File: config.mk
export PLATFORM = sky130hd
export DESIGN_NAME = top_level
export DESIGN_NICKNAME = d
export VERILOG_FILES = /design/src/rtl/est_pkg.sv /design/src/rtl/moving_avg4.sv /design/src/rtl/top_level.sv
export SDC_FILE = /design/constraint.sdc
export NUM_CORES = 1
export LEC_CHECK = 0
export ABC_CLOCK_PERIOD_IN_PS = 4700
export BUFFER_PORTS_ARGS = -buffer_cell sky130_fd_sc_hd__buf_2
export CAP_MARGIN = 25
export CORE_MARGIN = 2
export CORE_UTILIZATION = 55
export CTS_CLUSTER_DIAMETER = 30
export DETAILED_ROUTE_END_ITERATION = 8
export GPL_ROUTABILITY_DRIVEN = 0
export PLACE_DENSITY = 0.75
export SLEW_MARGIN = 20
export SYNTH_ARGS = -nofsm -noshare
export SYNTH_HDL_FRONTEND = slang
export SYNTH_SLANG_ARGS = --single-unit
File: constraint.sdc
create_clock -name clk -period 4.7 [get_ports clk]
set_clock_uncertainty 0.1 [all_clocks]
set_input_delay 0.47 -clock clk [delete_from_list [all_inputs] [get_ports clk]]
set_output_delay 0.47 -clock clk [all_outputs]
set_load 0.02 [all_outputs]
File: src/rtl/est_pkg.sv
// Shared constants and helpers for the sample-rate frequency estimator.
package est_pkg;

  localparam int unsigned EST_DATA_W = 32;
  localparam int unsigned EST_CNT_W  = 16;
  localparam int          EST_HYST   = 64;

  // Saturating increment for period counters of the default width
  function automatic logic [EST_CNT_W-1:0] sat_inc(input logic [EST_CNT_W-1:0] v);
    return (v == '1) ? v : v + EST_CNT_W'(1);
  endfunction

endpackage

File: src/rtl/moving_avg4.sv
// 4-tap moving average over strobed signed samples; one registered result per strobe.
module moving_avg4
  import est_pkg::*;
#(
  parameter int unsigned DATA_W = EST_DATA_W
) (
  input  logic              clk,
  input  logic              reset,
  input  logic [DATA_W-1:0] din,
  input  logic              din_valid,
  output logic [DATA_W-1:0] dout,
  output logic              dout_valid
);

  localparam int unsigned SUM_W = DATA_W + 2;

  logic [DATA_W-1:0] d0;
  logic [DATA_W-1:0] d1;
  logic [DATA_W-1:0] d2;
  logic [SUM_W-1:0]  sum_c;

  // Sign-extended sum of the new sample and the three previous ones
  always_comb begin
    sum_c = {{2{din[DATA_W-1]}}, din} + {{2{d0[DATA_W-1]}}, d0}
          + {{2{d1[DATA_W-1]}}, d1} + {{2{d2[DATA_W-1]}}, d2};
  end

  // Dropping the two LSBs of the sum is the arithmetic shift by two, truncated to DATA_W
  always_ff @(posedge clk) begin
    if (reset) begin
      d0         <= '0;
      d1         <= '0;
      d2         <= '0;
      dout       <= '0;
      dout_valid <= 1'b0;
    end else begin
      dout_valid <= din_valid;
      if (din_valid) begin
        dout <= sum_c[DATA_W+1:2];
        d2   <= d1;
        d1   <= d0;
        d0   <= din;
      end
    end
  end

endmodule

File: src/rtl/top_level.sv
// Frequency estimator: filtered signal, hysteresis comparator and rising-crossing period counter.
module top_level
  import est_pkg::*;
#(
  parameter int unsigned DATA_W = EST_DATA_W,
  parameter int unsigned CNT_W  = EST_CNT_W,
  parameter int          HYST   = EST_HYST
) (
  input  logic              clk,
  input  logic              reset,
  input  logic [DATA_W-1:0] entrada,
  input  logic              amostra_pronta,
  output logic              flag,
  output logic              ctrl,
  output logic [CNT_W-1:0]  cnt
);

  localparam logic signed [DATA_W-1:0] HYST_POS = DATA_W'(HYST);
  localparam logic signed [DATA_W-1:0] HYST_NEG = -HYST_POS;

  logic [DATA_W-1:0] x_filt;
  logic              v1;
  logic [CNT_W-1:0]  per_cnt;
  logic              armed;
  logic              above_c;
  logic              below_c;
  logic              rise_c;
  logic [CNT_W-1:0]  per_inc_c;

  moving_avg4 #(.DATA_W(DATA_W)) u_avg (
    .clk        (clk),
    .reset      (reset),
    .din        (entrada),
    .din_valid  (amostra_pronta),
    .dout       (x_filt),
    .dout_valid (v1)
  );

  // Hysteresis thresholds and saturating period increment
  always_comb begin
    above_c   = $signed(x_filt) > HYST_POS;
    below_c   = $signed(x_filt) < HYST_NEG;
    rise_c    = !ctrl && above_c;
    per_inc_c = (per_cnt == '1) ? per_cnt : per_cnt + CNT_W'(1);
  end

  // Comparator, period counter and reporting; the first rise only arms the measurement
  always_ff @(posedge clk) begin
    if (reset) begin
      ctrl    <= 1'b0;
      cnt     <= '0;
      flag    <= 1'b0;
      per_cnt <= '0;
      armed   <= 1'b0;
    end else begin
      flag <= 1'b0;
      if (v1) begin
        if (above_c) begin
          ctrl <= 1'b1;
        end else if (below_c) begin
          ctrl <= 1'b0;
        end
        if (rise_c) begin
          per_cnt <= '0;
          armed   <= 1'b1;
          if (armed) begin
            cnt  <= per_inc_c;
            flag <= 1'b1;
          end
        end else begin
          per_cnt <= per_inc_c;
        end
      end
    end
  end

endmodule

==> run metrics <==
status finished with violations; failing checks negative setup slack; post-layout min period 4.85 ns; Clock Path Buffers 2; slowest stage cell, crit path fa_1; CP Max Fanout 3; clk root buf clkbuf_16; drt wl/cell 15.4 um; first-pass GRT wire length 43900 um; post-synthesis simple-gate area fraction 16.6%; top_reg_cell synth dfxtp_1; Num CTS Buffers 17; Fillers 1514; initial core utilization 56.4%; Mapped Area 11000 um^2; Num Clock Sinks 164; Crit path largest cell delay 0.55 ns; final count of negative-setup-slack endpoints 7; dpl ws -0.491 ns; commonest non-fill, non-tap cells in the layout nor2_1, dfxtp_1, inv_1, buf_4, mux2i_1; Avg Synthesized Cell Area 8.41 um^2; Max-cap violations 0; synthesized flop and latch total 164; non-filler cells, final 1754; Port-buffer cells 52; DP Area 12500 um^2; hpwl dp 18200 um; DRC 0; Post-synth EDFFs 0; largest net degree at the start of global routing 82; GR Util All Layers 24.5%; Rows 51; Final Hold Fails 0; PnR worst setup slack -0.148 ns; ANT cells 0; I/O pin cnt 53; total wire length 27100 um; power per standard cell area 313 nW/um^2; Final Cell Area 13700 um^2; Post-Synth Adder-Cell Area 13.5%; via count 9797; Final period util 103%; clock transition at the registers of the reported paths 0.07 ns; CP endpoint kind flop; Max-slew headroom 39.9%; Worst EP arrival 5.04 ns; Total Nets Final 1610; Synth cell types 87; Initial DRC Count 603; Slew Limit Fails 0; GRT overflow 0; Synth Area in XOR/XNOR 4.68%; RSZ-0062 raised after global routing yes; H-tree depth 4; Mapped Cells 1313; DR pass1 iterations 6; mux contribution to synthesized area 10.6%; Worst-Skew Late Latency 0.45 ns; YS warnings 0; worst path cell trace ha_4 -> inv_2 -> fa_2 -> nor2b_2 -> o31a_1 -> buf_4 -> o41ai_2 -> o211ai_1 -> buf_4 -> o221ai_4 -> xor2_2 -> fa_1 -> inv_2 -> ha_4 -> nand4_1 -> or3_4 -> a31oi_4 -> o211ai_2 -> a211oi_2 -> o21a_1 -> o32ai_2; antenna violations before repair 0; Synth Area in Compound Gates 17.5%; Area Growth Syn to Fin 23.9%; DIE AREA 21200 um^2; ys async rst share 0%; Post-Syn Nets 1447; CTS tree built; startpoint types flop; largest family of logic cells by synthesized area compound AO/OA/AOI/OAI gates; share of post-route cells with drive strength above 1 23.6%; setup tns final -0.624 ns; Die X 146 um; Hold Crit Class input port to flop; Chip Height 146 um; Seq/Total Area, Yosys 29.7%; Vias per Instance 5.59; most common cell after layout, fill and taps aside nor2_1; vias in the first global route 9586; Crit Path Category flop to flop; Max VDD drop 289 uV; Slew @ Worst Pin 0.901 ns; final core occ 69.9%; remaining antenna violation count 0; critical path required time 4.89 ns; Peak Freq 206 MHz; leakage 0.00638 uW; Core Region 19600 um^2; Post-Place Cells 1700
-- critical path: cells and delay by family, from the launching register on --
family / cells / cell delay (ns)
xor+xnor: 1 / 0.21
fa+ha+maj: 4 / 1.29
simple gates: 3 / 0.72
buf+inv: 4 / 0.40
compound gates: 9 / 1.58
flops: 1 / 0.36
-- per-layer routing --
layer  global-route usage, %  up-vias  wire length [um]
met5                       0        -                 0
met4                    8.43        0               666
met3                    3.13       63               941
met2                    43.6      244             13200
met1                    30.6     4642             12300
li1                        -     4848                 -
-- state kept, by name, summed over array words and instances, names as in the netlist --
name and flops:
armed 1, cnt 16, ctrl 1, flag 1
per_cnt 16, u_avg.d0 32, u_avg.d1 32, u_avg.d2 32
u_avg.dout 32, u_avg.dout_valid 1
-- cell families (layout without fill, tap and decap cells) --
| family | Yosys count | after routing |
|---|---|---|
| adder cells (fa/ha/maj) | 99 | 99 |
| buffers and inverters | 207 | 383 |
| flip-flops | 164 | 164 |
| multiplexers | 117 | 117 |
| AO/OA/AOI/OAI | 278 | 278 |
| XOR/XNOR | 59 | 59 |
| AND/OR/NAND/NOR | 389 | 389 |
-- power by group --
part,switching (uW),internal (uW),leakage (uW)
combinational,729,618,0.00475
sequential,61.8,1470,0.00134
clock,682,727,0.000286
-- final cells by class --
type	instances	area, um^2	area share, %
multi-input cells	942	7480	54.7
inverters	148	556	4.06
well taps	265	332	2.42
clock inverters	14	155	1.13
flip-flops and latches	164	3290	24.0
repair buffers	203	1440	10.5
clock buffers	18	439	3.21
-- final timing paths --
check,depth (start not counted),to,slack (ns),start
max,21,u_avg.dout[27],-0.15,u_avg.d0[0]
min,3,u_avg.d0[26],0.17,entrada[26]
max reg2reg,21,u_avg.dout[27],-0.15,u_avg.d0[0]
min reg2reg,2,u_avg.dout[0],0.38,u_avg.dout[0]
-- Yosys cell counts, types with 10 or more instances --
library cell,count,area [um^2]
nor3_1,20,100
nor4_1,10,62.6
o21bai_1,16,120
nand4_1,21,131
xnor2_1,31,272
clkbuf_1,34,128
mux2i_1,116,1160
dfxtp_1,164,3280
o21ai_0,39,195
a21oi_1,76,380
a31oi_1,10,62.6
nand2_1,65,244
buf_1,10,37.5
a21o_1,37,278
ha_1,65,813
nor2_1,182,683
xor2_1,28,245
a211oi_1,16,120
inv_1,148,556
nand3_1,21,105
fa_1,34,681
nor2b_1,11,68.8
-- stage by stage --
step                      total power, uW  hold WS (ns)
final                                4290         0.175
after global routing                 4500         0.181
after CTS                            4190         0.167
after detailed placement             2750         0.371
after global placement               2720         0.350
after floorplan                      2360         0.340
-- timing repair --
action	in CTS	in global routing
pin swaps	23	58
hold endpoints to repair	0	0
setup endpoints to repair	11	20
cloned	0	0
gates resized for setup	23	69
buffers inserted	5	16
hold buffers	0	0
(Power assumes the default switching activity.)
